**src/rtl/regfile_cmd_sequencer.sv**
```systemverilog
// Command sequencer driving an 8x8 register file: read operands, compute, write back.
// Optional readback-verify stage enabled by defining REGSEQ_READBACK_EN.
module regfile_cmd_sequencer #(
  parameter int unsigned DATA_W = 8,
  parameter int unsigned ADDR_W = 3
) (
  input  logic              i_clk,
  input  logic              i_rst,
  input  logic              i_cmd_valid,
  output logic              o_cmd_ready,
  input  logic [2:0]        i_cmd_op,
  input  logic [ADDR_W-1:0] i_cmd_rd,
  input  logic [ADDR_W-1:0] i_cmd_ra,
  input  logic [ADDR_W-1:0] i_cmd_rb,
  input  logic [DATA_W-1:0] i_cmd_imm,
  output logic [ADDR_W-1:0] o_read_reg1,
  output logic [ADDR_W-1:0] o_read_reg2,
  input  logic [DATA_W-1:0] i_data1,
  input  logic [DATA_W-1:0] i_data2,
  output logic [ADDR_W-1:0] o_write_reg,
  output logic [DATA_W-1:0] o_write_data,
  output logic              o_reg_write,
  output logic              o_done,
  output logic [DATA_W-1:0] o_result,
  output logic              o_flag_zero,
  output logic              o_flag_carry,
  output logic              o_mismatch
);

  typedef enum logic [2:0] {StIdle, StRead, StExec, StWrite, StVerify} state_e;
  typedef enum logic [2:0] {OpLdi, OpMov, OpAdd, OpSub, OpAnd, OpOr, OpXor, OpNop} op_e;

  state_e              r_state;
  op_e                 r_op;
  logic [ADDR_W-1:0]   r_rd, r_ra, r_rb;
  logic [DATA_W-1:0]   r_imm, r_opa, r_opb, r_alu;
  logic                r_carry_stage;
  logic [ADDR_W-1:0]   r_read_reg1, r_read_reg2, r_write_reg;
  logic [DATA_W-1:0]   r_write_data, r_result;
  logic                r_reg_write, r_done, r_flag_zero, r_flag_carry;

  logic [DATA_W:0]     w_alu;
  logic                w_carry;
  logic                w_mismatch;

  // Carry/borrow is the extra top bit of the widened sum or difference.
  always_comb begin
    w_alu = '0;
    unique case (r_op)
      OpLdi:   w_alu = {1'b0, r_imm};
      OpMov:   w_alu = {1'b0, r_opa};
      OpAdd:   w_alu = {1'b0, r_opa} + {1'b0, r_opb};
      OpSub:   w_alu = {1'b0, r_opa} - {1'b0, r_opb};
      OpAnd:   w_alu = {1'b0, r_opa & r_opb};
      OpOr:    w_alu = {1'b0, r_opa | r_opb};
      OpXor:   w_alu = {1'b0, r_opa ^ r_opb};
      default: w_alu = '0;
    endcase
    w_carry = ((r_op == OpAdd) || (r_op == OpSub)) && w_alu[DATA_W];
  end

  always_ff @(posedge i_clk) begin
    if (i_rst) begin
      r_state       <= StIdle;
      r_op          <= OpNop;
      r_rd          <= '0;
      r_ra          <= '0;
      r_rb          <= '0;
      r_imm         <= '0;
      r_opa         <= '0;
      r_opb         <= '0;
      r_alu         <= '0;
      r_carry_stage <= 1'b0;
      r_read_reg1   <= '0;
      r_read_reg2   <= '0;
      r_write_reg   <= '0;
      r_write_data  <= '0;
      r_reg_write   <= 1'b0;
      r_done        <= 1'b0;
      r_result      <= '0;
      r_flag_zero   <= 1'b0;
      r_flag_carry  <= 1'b0;
    end else begin
      unique case (r_state)
        StIdle: begin
          if (i_cmd_valid) begin
            r_op        <= op_e'(i_cmd_op);
            r_rd        <= i_cmd_rd;
            r_ra        <= i_cmd_ra;
            r_rb        <= i_cmd_rb;
            r_imm       <= i_cmd_imm;
            r_read_reg1 <= i_cmd_ra;
            r_read_reg2 <= i_cmd_rb;
            r_state     <= StRead;
          end
        end
        StRead: begin
          r_opa       <= i_data1;
          r_opb       <= i_data2;
          r_read_reg1 <= '0;
          r_read_reg2 <= '0;
          r_state     <= StExec;
        end
        StExec: begin
          r_alu         <= w_alu[DATA_W-1:0];
          r_carry_stage <= w_carry;
          r_reg_write   <= (r_op != OpNop);
          r_write_reg   <= (r_op != OpNop) ? r_rd : '0;
          r_write_data  <= (r_op != OpNop) ? w_alu[DATA_W-1:0] : '0;
`ifdef REGSEQ_READBACK_EN
          r_done        <= (r_op == OpNop);
`else
          r_done        <= 1'b1;
`endif
          r_state       <= StWrite;
        end
        StWrite: begin
          r_reg_write  <= 1'b0;
          r_write_reg  <= '0;
          r_write_data <= '0;
          r_done       <= 1'b0;
          if (r_op != OpNop) begin
            r_result     <= r_alu;
            r_flag_zero  <= (r_alu == '0);
            r_flag_carry <= r_carry_stage;
          end
`ifdef REGSEQ_READBACK_EN
          if (r_op != OpNop) begin
            r_read_reg1 <= r_rd;
            r_done      <= 1'b1;
            r_state     <= StVerify;
          end else begin
            r_state     <= StIdle;
          end
        end
        StVerify: begin
          r_read_reg1 <= '0;
          r_done      <= 1'b0;
          r_state     <= StIdle;
`else
          r_state      <= StIdle;
`endif
        end
        default: r_state <= StIdle;
      endcase
    end
  end

`ifdef REGSEQ_READBACK_EN
  assign w_mismatch = (r_state == StVerify) && (i_data1 != r_alu);
`else
  assign w_mismatch = 1'b0;
`endif

  // Reset blanks every output in the same cycle, not one edge later.
  assign o_cmd_ready  = !i_rst && (r_state == StIdle);
  assign o_read_reg1  = i_rst ? '0 : r_read_reg1;
  assign o_read_reg2  = i_rst ? '0 : r_read_reg2;
  assign o_write_reg  = i_rst ? '0 : r_write_reg;
  assign o_write_data = i_rst ? '0 : r_write_data;
  assign o_reg_write  = !i_rst && r_reg_write;
  assign o_done       = !i_rst && r_done;
  assign o_result     = i_rst ? '0 : r_result;
  assign o_flag_zero  = !i_rst && r_flag_zero;
  assign o_flag_carry = !i_rst && r_flag_carry;
  assign o_mismatch   = !i_rst && w_mismatch;

endmodule

```
**config.mk**
```make
export PLATFORM = sky130hd
export DESIGN_NAME = regfile_cmd_sequencer
export DESIGN_NICKNAME = d
export VERILOG_FILES = /design/src/rtl/regfile_cmd_sequencer.sv
export SDC_FILE = /design/constraint.sdc
export NUM_CORES = 1
export LEC_CHECK = 0
export CAP_MARGIN = 20
export CORE_MARGIN = 8
export CORE_UTILIZATION = 57
export CTS_CLUSTER_SIZE = 8
export DETAILED_ROUTE_END_ITERATION = 8
export MAX_ROUTING_LAYER = met4
export PLACE_DENSITY = 0.85
export SYNTH_ARGS = -nofsm -noshare
export SYNTH_HDL_FRONTEND = slang
export SYNTH_SLANG_ARGS = --single-unit
```
**constraint.sdc**
```tcl
create_clock -name i_clk -period 5.1 [get_ports i_clk]
set_input_delay 1.02 -clock i_clk [delete_from_list [all_inputs] [get_ports i_clk]]
set_output_delay 1.02 -clock i_clk [all_outputs]
set_load 0.05 [all_outputs]
```
==> metrics.txt, run 1 <==
# TYPE chip_impl_metric gauge
chip_impl_metric{name="final.setup.tns",unit="ns"} 0
chip_impl_metric{name="leakagePower",unit="nW"} 1.93
chip_impl_metric{name="grtUsageMet3",unit="%"} 4.29
chip_impl_metric{name="post-route-drc-count",unit=""} 0
chip_impl_metric{name="worst_clk_skew",unit="ns"} 0.00786
chip_impl_metric{name="synth-edff-count",unit=""} 0
chip_impl_metric{name="postCtsSetupRepairBufs",unit=""} 0
chip_impl_metric{name="synth_largest_type_area_fraction",unit="%"} 34.8
chip_impl_metric{name="grt_use_met2",unit="%"} 34.7
chip_impl_info{name="endpoint_of_the_worst_hold_timing_path",value="r_result[1]"} 1
chip_impl_metric{name="dpl_worst_slack",unit="ns"} 1.50
chip_impl_metric{name="tritonroute_pass_1_iters",unit=""} 5
chip_impl_metric{name="drive_above_1_share",unit="%"} 5.30
chip_impl_info{name="top_usage_layer",value="met2"} 1
chip_impl_info{name="grt_setup_unrepaired",value="no"} 1
chip_impl_metric{name="crit_fanout",unit=""} 51
chip_impl_info{name="critical_path_class",value="in -> out"} 1
chip_impl_metric{name="core-area",unit="mm2"} 0.00683
chip_impl_metric{name="synth.yosys.seq_area_share",unit="%"} 34.8
chip_impl_metric{name="post_synth_inst_count",unit=""} 489
chip_impl_metric{name="drt-total-wl",unit="um"} 10400
chip_impl_metric{name="die_area",unit="mm2"} 0.0100
chip_impl_metric{name="die_y",unit="um"} 100
chip_impl_metric{name="dpl.cell_count",unit=""} 626
chip_impl_metric{name="initial_core_util",unit="%"} 58.9
chip_impl_metric{name="final.setup.worst_slack",unit="ns"} 1.50
chip_impl_metric{name="avgSynthCellArea",unit="um2"} 8.23
chip_impl_metric{name="pwr_dens",unit="mW/mm2"} 515
chip_impl_metric{name="final.fill_count",unit=""} 562
chip_impl_metric{name="hold_buffers",unit=""} 0
chip_impl_metric{name="dp_hpwl",unit="um"} 7700
chip_impl_metric{name="num_vias",unit=""} 3602
chip_impl_metric{name="synthDistinctLibCells",unit=""} 63
chip_impl_metric{name="htree_num_levels",unit=""} 3
chip_impl_info{name="ctsRootBufferMaster",value="sky130_fd_sc_hd__clkbuf_8"} 1
chip_impl_metric{name="worst_setup_hold_path_clk_slew",unit="ns"} 0.08
chip_impl_metric{name="die_x",unit="um"} 100
chip_impl_info{name="run_status",value="complete, no violations"} 1
chip_impl_metric{name="ios",unit=""} 70
chip_impl_metric{name="synthesis.nets",unit=""} 558
chip_impl_metric{name="reg2reg_depth",unit=""} 10
chip_impl_metric{name="gr-total-overflow",unit=""} 0
chip_impl_metric{name="worst_ir_drop_vdd",unit="mV"} 0.289
chip_impl_info{name="critical_path.reg2reg.startpoint",value="r_op[0]"} 1
chip_impl_info{name="synth_top_cell_by_area",value="sky130_fd_sc_hd__dfxtp_1"} 1
chip_impl_metric{name="antenna_found_initial",unit=""} 0
chip_impl_metric{name="ys_warn_count",unit=""} 0
chip_impl_metric{name="synth_seq_cells",unit=""} 70
chip_impl_metric{name="fin_crit_sh",unit="%"} 70.6
chip_impl_info{name="cp-start-kind",value="input pin"} 1
chip_impl_metric{name="grt_use_total",unit="%"} 21.6
chip_impl_metric{name="cts.sink_count",unit=""} 70
chip_impl_info{name="post_synth_main_area_contributors",value="sky130_fd_sc_hd__dfxtp_1 (35%), sky130_fd_sc_hd__ha_1 (9.0%), sky130_fd_sc_hd__mux2i_1 (6.0%)"} 1
chip_impl_metric{name="port-buffer-count",unit=""} 68
chip_impl_metric{name="achievable-frequency",unit="GHz"} 0.278
chip_impl_metric{name="r2r_setup_slack",unit="ns"} 1.96
chip_impl_metric{name="core.rowCount",unit=""} 30
chip_impl_metric{name="final_hold_viol_count",unit=""} 0
chip_impl_metric{name="layout-area-overhead-vs-synth",unit="%"} 22.5
chip_impl_metric{name="tightestPinTransition",unit="ns"} 0.837
chip_impl_metric{name="timing.max_cap.violations",unit=""} 0
chip_impl_metric{name="critical_path_required",unit="ns"} 4.08
chip_impl_metric{name="antennaDiodeCount",unit=""} 0
chip_impl_info{name="critPathCaptureType",value="primary output"} 1
chip_impl_metric{name="synth-async-reset-ratio",unit="%"} 0
chip_impl_metric{name="initial_drc_count",unit=""} 266
chip_impl_metric{name="grtUsageMet1",unit="%"} 25.7
chip_impl_metric{name="grt_first_pass_wirelength",unit="um"} 16900
chip_impl_metric{name="worst_hold_path.num_cells",unit=""} 2
chip_impl_metric{name="ant_nets",unit=""} 0
chip_impl_info{name="worstReg2RegEnd",value="r_alu[7]"} 1
chip_impl_metric{name="clock_insertion_delay_worst_skew",unit="ns"} 0.36
chip_impl_metric{name="worst-endpoint-arrival",unit="ns"} 2.58
chip_impl_metric{name="instances_no_fill",unit=""} 643
chip_impl_metric{name="pin_count_of_the_biggest_net_entering_global_routing",unit=""} 52
chip_impl_info{name="worst_hold_startpoint",value="r_result[1]"} 1
chip_impl_metric{name="slew-limit-headroom",unit="%"} 44.2
chip_impl_metric{name="final_min_period",unit="ns"} 3.60
chip_impl_metric{name="hold_slack",unit="ns"} 0.455
chip_impl_metric{name="tritoncts.num_buffers",unit=""} 9
chip_impl_info{name="tritoncts",value="done"} 1
chip_impl_metric{name="clk_path_buf_depth",unit=""} 2
chip_impl_info{name="ys.flop_type",value="sky130_fd_sc_hd__dfxtp_1"} 1
chip_impl_metric{name="grt_pass1_vias",unit=""} 3544
chip_impl_metric{name="syn_area",unit="mm2"} 0.00402
chip_impl_metric{name="design.final.nets",unit=""} 611
chip_impl_metric{name="avgViaCountPerCell",unit=""} 5.60
chip_impl_metric{name="finalWeightedCongestion",unit=""} 0.924
chip_impl_info{name="hold_crit_class",value="reg -> reg"} 1
chip_impl_metric{name="setup_viol",unit=""} 0
chip_impl_metric{name="final_max_slew_viol_count",unit=""} 0
chip_impl_metric{name="ctsResizeCount",unit=""} 0
chip_impl_metric{name="drt-wirelength-per-cell",unit="um"} 16.2
==> how the worst max path moves through the flow <==
| stage | start | to | slack, ns |
|---|---|---|---|
| after global routing | i_rst | o_write_data[4] | 1.39 |
| after global placement | i_rst | o_write_reg[2] | 1.58 |
| final | i_rst | o_write_data[3] | 1.50 |
| after detailed placement | i_rst | o_write_data[3] | 1.50 |
| after CTS | i_rst | o_write_data[3] | 1.50 |
| after floorplan | i_rst | o_cmd_ready | 1.95 |
==> power breakdown <==
group / leakage [nW] / internal (W) / switching, W
Sequential: 0.569 / 0.000635 / 0.0000920
Clock: 0.103 / 0.000242 / 0.000226
Combinational: 1.25 / 0.000544 / 0.000800
Total: 1.93 / 0.00142 / 0.00112
==> cell usage after synthesis, types with 3 or more instances <==
| cell | number |
|---|---|
| sky130_fd_sc_hd__o21ai_0 | 16 |
| sky130_fd_sc_hd__ha_1 | 29 |
| sky130_fd_sc_hd__dfxtp_1 | 70 |
| sky130_fd_sc_hd__buf_1 | 5 |
| sky130_fd_sc_hd__nand2_1 | 58 |
| sky130_fd_sc_hd__a31oi_1 | 4 |
| sky130_fd_sc_hd__buf_4 | 4 |
| sky130_fd_sc_hd__o31ai_1 | 4 |
| sky130_fd_sc_hd__or3_1 | 3 |
| sky130_fd_sc_hd__a22o_1 | 6 |
| sky130_fd_sc_hd__nand3b_1 | 3 |
| sky130_fd_sc_hd__o22a_1 | 3 |
| sky130_fd_sc_hd__nand2b_1 | 11 |
| sky130_fd_sc_hd__nor4_1 | 3 |
| sky130_fd_sc_hd__o32ai_1 | 3 |
| sky130_fd_sc_hd__clkbuf_1 | 16 |
| sky130_fd_sc_hd__nor3b_1 | 4 |
| sky130_fd_sc_hd__xnor2_1 | 7 |
| sky130_fd_sc_hd__a21oi_1 | 36 |
| sky130_fd_sc_hd__a211oi_1 | 4 |
| sky130_fd_sc_hd__inv_1 | 23 |
| sky130_fd_sc_hd__nor2_1 | 44 |
| sky130_fd_sc_hd__o221ai_1 | 4 |
| sky130_fd_sc_hd__nor3_1 | 5 |
| sky130_fd_sc_hd__nor2b_1 | 36 |
| sky130_fd_sc_hd__a22oi_1 | 3 |
| sky130_fd_sc_hd__mux2i_1 | 24 |
| sky130_fd_sc_hd__o2bb2ai_1 | 4 |
| sky130_fd_sc_hd__nand3_1 | 13 |
==> placed cells by master, fill, tap and decap left out, types with 11 or more instances in the layout <==
cell                              count
sky130_fd_sc_hd__dfxtp_1             70
sky130_fd_sc_hd__nand3_1             13
sky130_fd_sc_hd__clkdlybuf4s50_1     67
sky130_fd_sc_hd__a21oi_1             36
sky130_fd_sc_hd__nand2_1             58
sky130_fd_sc_hd__mux2i_1             24
sky130_fd_sc_hd__nor2b_1             36
sky130_fd_sc_hd__nand2b_1            11
sky130_fd_sc_hd__nor2_1              44
sky130_fd_sc_hd__ha_1                29
sky130_fd_sc_hd__o21ai_0             16
sky130_fd_sc_hd__inv_1               23
==> metrics by stage <==
stage                     util [%]  total power, W  area [um2]
after floorplan                  -         0.00173        4020
after global placement        68.7         0.00199        4700
after detailed placement      68.7         0.00203        4700
after CTS                     71.8         0.00249        4900
after global routing          72.2         0.00271        4930
final                         72.2         0.00254        4930
==> final cells by class <==
cell class / instances / area [um2] / share of cell area (%)
clock inverter: 6 / 68.8 / 1.40
clock buffer: 10 / 138 / 2.79
sequential: 70 / 1400 / 28.4
timing repair buffer: 72 / 726 / 14.7
multi-input combinational: 365 / 2390 / 48.4
tap: 96 / 120 / 2.44
inverter: 24 / 90.1 / 1.83
==> metal layers <==
metal | part of all wire [%] | wire (um)
met1 | 46 | 4760
met2 | 47 | 4890
met3 | 5.0 | 524
met4 | 2.3 | 243
met5 | 0 | 0
==> worst max-delay path: stages <==
cell and delay (ns):
sky130_fd_sc_hd__buf_2 0.63, sky130_fd_sc_hd__nor2b_1 0.17, sky130_fd_sc_hd__clkdlybuf4s50_1 0.75
==> logic make-up after synthesis <==
kind of cell	after synthesis	share of synthesized area, %
AOI/OAI and AO/OA	104	17.1
xor gates and xnor gates	7	1.52
adders and majority gates	30	9.51
buffers and inverters	54	5.88
DFF	70	34.8
muxes	25	6.25
other	1	0.0932
and+or+nand+nor	198	24.8
(Power assumes the default switching activity.)
==> run 2: changes to the inputs <==
- CORE_UTILIZATION: 57 -> 53
- PLACE_DENSITY: 0.85 -> 0.8
- clock period: 5.1 -> 3.5 ns (I/O delays scaled with it)
==> metrics.txt, run 2 (synthesized netlist as in run 1, its figures left out) <==
# TYPE chip_impl_metric gauge
chip_impl_metric{name="total_power_consumption_of_the_routed_design",unit="W"} 0.00370
chip_impl_metric{name="setup_viol",unit=""} 0
chip_impl_metric{name="timing.critical_path.slowest_cell_delay",unit="ns"} 0.75
chip_impl_metric{name="antennaDiodeCount",unit=""} 0
chip_impl_metric{name="worst_setup_hold_path_clk_slew",unit="ns"} 0.08
chip_impl_metric{name="die_area",unit="mm2"} 0.0106
chip_impl_info{name="worstSetupEndpoint",value="o_write_data[1]"} 1
chip_impl_metric{name="final_core_utilization",unit="%"} 67.7
chip_impl_metric{name="design.final.nets",unit=""} 612
chip_impl_metric{name="layout-area-overhead-vs-synth",unit="%"} 22.7
chip_impl_metric{name="worstSetupPathDepth",unit=""} 3
chip_impl_metric{name="reg2reg_depth",unit=""} 10
chip_impl_metric{name="multi_input_comb_area",unit="mm2"} 0.00239
chip_impl_metric{name="ant_nets",unit=""} 0
chip_impl_info{name="critical_path.slowest_cell",value="sky130_fd_sc_hd__clkdlybuf4s50_1"} 1
chip_impl_metric{name="critical_path_required",unit="ns"} 2.80
chip_impl_info{name="run_status",value="complete, no violations"} 1
chip_impl_info{name="critical_path_class",value="in -> out"} 1
chip_impl_metric{name="leakagePower",unit="nW"} 1.93
chip_impl_metric{name="drive_above_1_share",unit="%"} 5.29
chip_impl_metric{name="tritonroute_pass_1_iters",unit=""} 4
chip_impl_metric{name="drt-total-wl",unit="um"} 10300
chip_impl_metric{name="core-area",unit="mm2"} 0.00729
chip_impl_metric{name="worst_ir_drop_vdd",unit="mV"} 0.362
chip_impl_metric{name="timing.max_cap.violations",unit=""} 0
chip_impl_metric{name="avgViaCountPerCell",unit=""} 5.59
chip_impl_metric{name="gr-total-overflow",unit=""} 0
chip_impl_metric{name="grt_first_pass_wirelength",unit="um"} 16500
chip_impl_metric{name="regArea",unit="mm2"} 0.00140
chip_impl_metric{name="final.fill_count",unit=""} 621
chip_impl_metric{name="final_min_period",unit="ns"} 2.92
chip_impl_info{name="critPathTopFamily",value="buffers and inverters"} 1
chip_impl_info{name="tritoncts",value="done"} 1
chip_impl_metric{name="clk_path_buf_depth",unit=""} 2
chip_impl_info{name="worstReg2RegEnd",value="r_alu[7]"} 1
chip_impl_metric{name="clock_insertion_delay_worst_skew",unit="ns"} 0.35
chip_impl_metric{name="fin_crit_sh",unit="%"} 83.5
chip_impl_metric{name="worst-endpoint-arrival",unit="ns"} 2.22
chip_impl_metric{name="pin_count_of_the_biggest_net_entering_global_routing",unit=""} 50
chip_impl_metric{name="drt-wirelength-per-cell",unit="um"} 15.9
chip_impl_info{name="cell_by_cell_trace_of_the_critical_path",value="buf_2, nor2b_1, clkdlybuf4s50_1"} 1
chip_impl_metric{name="initial_core_util",unit="%"} 55.2
chip_impl_metric{name="initial_drc_count",unit=""} 170
chip_impl_metric{name="post-route-drc-count",unit=""} 0
chip_impl_metric{name="die_y",unit="um"} 103
chip_impl_metric{name="worst_clk_skew",unit="ns"} 0.0129
chip_impl_info{name="worstSetupStartpoint",value="i_rst"} 1
chip_impl_metric{name="cts.sink_count",unit=""} 70
chip_impl_metric{name="hold_buffers",unit=""} 0
chip_impl_metric{name="ios",unit=""} 70
chip_impl_metric{name="pwr_dens",unit="mW/mm2"} 750
chip_impl_metric{name="postCtsSetupRepairBufs",unit=""} 0
chip_impl_metric{name="antenna_found_initial",unit=""} 0
chip_impl_metric{name="dp_hpwl",unit="um"} 7710
chip_impl_metric{name="finalWeightedCongestion",unit=""} 0.900
chip_impl_metric{name="port-buffer-count",unit=""} 68
chip_impl_metric{name="htree_num_levels",unit=""} 3
chip_impl_metric{name="crit_fanout",unit=""} 49
chip_impl_metric{name="core.rowCount",unit=""} 31
chip_impl_metric{name="tightestPinTransition",unit="ns"} 0.798
chip_impl_metric{name="final.setup.tns",unit="ns"} 0
chip_impl_metric{name="achievable-frequency",unit="GHz"} 0.342
chip_impl_metric{name="slew-limit-headroom",unit="%"} 46.8
chip_impl_metric{name="final_hold_viol_count",unit=""} 0
chip_impl_metric{name="die_x",unit="um"} 103
chip_impl_info{name="layout.cells.most_common_list",value="sky130_fd_sc_hd__dfxtp_1 (70), sky130_fd_sc_hd__clkdlybuf4s50_1 (67), sky130_fd_sc_hd__nand2_1 (58), sky130_fd_sc_hd__nor2_1 (44)"} 1
chip_impl_metric{name="grt_use_total",unit="%"} 20.3
chip_impl_info{name="critPathCaptureType",value="primary output"} 1
chip_impl_info{name="hold_crit_class",value="reg -> reg"} 1
chip_impl_metric{name="r2r_setup_slack",unit="ns"} 0.61
chip_impl_metric{name="grt_pass1_vias",unit=""} 3460
chip_impl_metric{name="cp_num_buf_inv",unit=""} 2
chip_impl_metric{name="tritoncts.num_buffers",unit=""} 9
chip_impl_metric{name="num_vias",unit=""} 3617
chip_impl_info{name="grt_setup_unrepaired",value="no"} 1
chip_impl_info{name="cp-start-kind",value="input pin"} 1
chip_impl_metric{name="ctsResizeCount",unit=""} 0
chip_impl_info{name="layout_commonest_cell",value="sky130_fd_sc_hd__dfxtp_1"} 1
chip_impl_info{name="critical_path.reg2reg.startpoint",value="r_op[2]"} 1
chip_impl_info{name="ctsRootBufferMaster",value="sky130_fd_sc_hd__clkbuf_8"} 1
chip_impl_metric{name="final_max_slew_viol_count",unit=""} 0
==> run 2: cell types whose count changed in the layout (fill, tap and decap cells not counted) <==
cell                        delta
sky130_fd_sc_hd__buf_16        -1
sky130_fd_sc_hd__buf_4         +2
sky130_fd_sc_hd__bufinv_16     +1
sky130_fd_sc_hd__clkbuf_1      +1
sky130_fd_sc_hd__clkbuf_8      -1
sky130_fd_sc_hd__clkinv_2      -1
sky130_fd_sc_hd__clkinv_4      +1
sky130_fd_sc_hd__inv_6         -1
==> run 2: how the worst min path moves through the flow <==
stage	cells after the start	end	slack (ns)	from
3_3_place_gp	2	r_imm[1]	0.44	r_imm[1]
6_report	2	r_result[1]	0.45	r_result[1]
5_1_grt	2	r_flag_zero	0.48	r_flag_zero
2_1_floorplan	2	r_imm[1]	0.43	r_imm[1]
4_1_cts	2	r_result[4]	0.46	r_result[4]
3_5_place_dp	2	r_result[1]	0.45	r_result[1]
==> run 2: where the power goes <==
part	switching, W	internal [W]	total, W
Sequential	0.000122	0.000926	0.00105
Clock	0.000325	0.000406	0.000731
Combinational	0.00115	0.000769	0.00192
==> run 2: area by class of cell <==
type	count	share of cell area, %
multi-input cells	365	48.3
flip-flops and latches	70	28.4
inverters	24	1.83
clock inverters	6	1.90
clock buffers	10	2.59
well taps	99	2.51
repair buffers	73	14.4
==> run 2: stage by stage <==
| stage | setup slack (ns) | area [um2] | hold WS, ns | instances |
|---|---|---|---|---|
| 6_report | 0.578 | 4940 | 0.453 | 647 |
| 5_1_grt | 0.379 | 4940 | 0.476 | 647 |
| 4_1_cts | 0.573 | 4940 | 0.457 | 647 |
| 3_5_place_dp | 0.568 | 4710 | 0.446 | 631 |
| 3_3_place_gp | 0.643 | 4710 | 0.442 | 631 |
| 2_1_floorplan | 0.861 | 4020 | 0.432 | 489 |
==> run 2: worst min-delay path: stages (launching register included) <==
cell and delay (ns):
sky130_fd_sc_hd__dfxtp_1 0.31, sky130_fd_sc_hd__nand2_1 0.05, sky130_fd_sc_hd__a21oi_1 0.05
==> run 2: routing by layer <==
| layer | track usage (%) | wire [um] |
|---|---|---|
| met4 | 9.45 | 261 |
| met2 | 32.2 | 4770 |
| met5 | - | 0 |
| met3 | 3.17 | 528 |
| met1 | 24.8 | 4710 |
==> RTL change, RTL diff (flow settings as in run 1) <==
Make the reset (`i_rst`) asynchronous in one clocked block.
--- a/src/rtl/regfile_cmd_sequencer.sv
+++ b/src/rtl/regfile_cmd_sequencer.sv
@@ -59,7 +59,7 @@
     w_carry = ((r_op == OpAdd) || (r_op == OpSub)) && w_alu[DATA_W];
   end
 
-  always_ff @(posedge i_clk) begin
+  always_ff @(posedge i_clk or posedge i_rst) begin
     if (i_rst) begin
       r_state       <= StIdle;
       r_op          <= OpNop;
Behaviour: same outputs for any inputs over 10 cycles, from zero or initial values and one cycle with i_rst high; that may be too few to reach the edited logic, so the function may still have changed.
==> RTL change against run 1 <==
- wire length decreased by 8.3%
- worst setup slack got worse by 320 ps
- area after synthesis increased by 2.4%
- first-iteration DRC count decreased by 37%
- power increased by 48%
- register-to-register slack got worse by 360 ps
- sequential cell count unchanged
- fmax decreased by 8.2%
- worst hold slack improved by 23 ps
- cell area increased by 4.0%
- clock power increased by 30%
==> RTL change: results (changes against run 1) <==
stage,metric,value,unit,change
status,status,"finished, final reports clean",,
placed_design,DP Wirelength,7145,µm,-7.3%
global_routing,largest net degree at the start of global routing,39,,-25%
clocking,Root Buffer,clkbuf_8,,
final_layout,fin nets,559,,-8.5%
global_routing,initial antenna violation count,0,,unchanged
setup_path,WP data arrival,2900,ps,+320 ps
synth,Syn Nets,498,,-11%
clocking,Max Root-Sink Buffers,2,,unchanged
setup_path,"reg-to-reg slack, setup",1600,ps,-360 ps
sta,worst slew pin tran,847.6,ps,+10.44 ps
placed_design,GPL Wtd Cong,0.8917,,-3.4%
setup_path,"critical path fanouts, max",20,,-61%
detailed_routing,vias,3300,,-8.4%
detailed_routing,Iter 0 DRT Violations,167,,-37%
clocking,H-tree depth,3,,unchanged
clocking,Clock transition at path regs,70,ps,
synth,post-synthesis sequential area ratio,0.4261,,+0.07780
sta,Fin Hold WS,477.6,ps,+22.93 ps
min_path,worst min path class,reg2reg,,
power,Peak VDD IR,312.6,µV,+8.2%
synth,Synth area leaders,"dfrtp_1, ha_1, nor2b_1",,
synth,synthesis warning total,0,,unchanged
power,leakage,2.268,nW,+18%
floorplanning,Rows,31,,+3.3%
synth,top_reg_cell synth,dfrtp_1,,
synth,most frequent cells after synthesis,"dfrtp_1, nand2_1, nor2b_1",,
synth,asr flop ratio synth,1.000,,+1.000
detailed_routing,DR pass1 iterations,4,,-1
final_layout,ANT cells,0,,unchanged
power,switching share of power,0.4379,,-0.002479
clocking,post-CTS sizing,0,,unchanged
clocking,worst skew pair latency,350,ps,
sta,Clock Skews,13.58,ps,+5.719 ps
clocking,total CTS buffers,9,,unchanged
clocking,post-CTS setup buffer count,0,,unchanged
final_layout,share of cells above drive strength 1,0.1010,,+0.04799
global_routing,total track usage,0.1984,,-0.01720
placed_design,Buffers on Ports,68,,unchanged
detailed_routing,wire per inst,16.08,µm,-0.71%
synth,Yosys cell types,56,,-11%
global_routing,global-route wire length before repair,15580,µm,-7.6%
-- RTL change: cell count changes after synthesis, moves of 19 or more --
| cell | delta |
|---|---|
| nor2_1 | -33 |
| o21ai_0 | +19 |
| dfxtp_1 | -70 |
| dfrtp_1 | +67 |
| mux2i_1 | -21 |
| a21oi_1 | -32 |
-- RTL change: worst max-delay path, cell delays in order --
cell,delay [ps]
clkdlybuf4s50_1,630
buf_8,270
nor2b_1,150
clkdlybuf4s50_1,830
-- RTL change: final timing paths --
kind	start	to	depth (start not counted)
worst max-delay path	i_rst	o_write_data[7]	4
worst min-delay path	r_flag_zero	r_flag_zero	2
worst max register to register	r_op[1]	r_alu[6]	10
worst min register to register	r_flag_zero	r_flag_zero	2
max in group asynchronous	i_rst	r_flag_zero	5
min in group asynchronous	i_rst	r_opb[1]	3
-- RTL change: final cells by class --
cell class	count	area (µm²)
fill	545	2008
clock inverter	5	128.9
inverter	31	116.4
clock buffer	11	141.4
multi-input combinational	306	2127
sequential	70	1755
tap	99	123.9
timing repair buffer	72	735.7
-- RTL change: power groups by stage --
stage / combinational [mW] / clock [mW] / sequential, mW
after floorplan: 1.70 / 0 / 0.949
after global placement: 1.98 / 0 / 1.07
after detailed placement: 2.05 / 0 / 1.09
after CTS: 2.06 / 0.613 / 1.08
after global routing: 2.31 / 0.640 / 1.12
final: 2.08 / 0.608 / 1.08
-- RTL change: routing by layer --
layer	routed length, µm	share of wire	vias up	global-route usage
met5	0	0	-	-
met4	248	0.026	0	0.07102
met3	423	0.044	25	0.04420
met2	4644	0.49	90	0.3240
met1	4237	0.44	1587	0.2357
li1	-	-	1598	-
-- RTL change: cell families (layout without fill, tap and decap cells) --
kind of cell    after synthesis  count (layout)  share of synthesized area
compound gates              103             103                     0.1616
xor+xnor                      8               8                    0.01701
fa+ha+maj                    30              30                    0.09293
buf+inv                      53             119                    0.05770
flops                        70              70                     0.4261
mux                          24              24                    0.07015
other cells                   1               1                  0.0009101
simple gates                140             140                     0.1737
-- RTL change: through the flow --
step,power [mW],std cells,util,setup WS [ps],area [µm²]
after global placement,3.044,576,0.6751,958.0,4818
after floorplan,2.648,429,-,2106,4120
after detailed placement,3.136,576,0.6751,848.9,4818
after global routing,4.066,594,0.7186,1106,5129
after CTS,3.754,592,0.7130,844.9,5089
final,3.772,594,0.7186,1177,5129
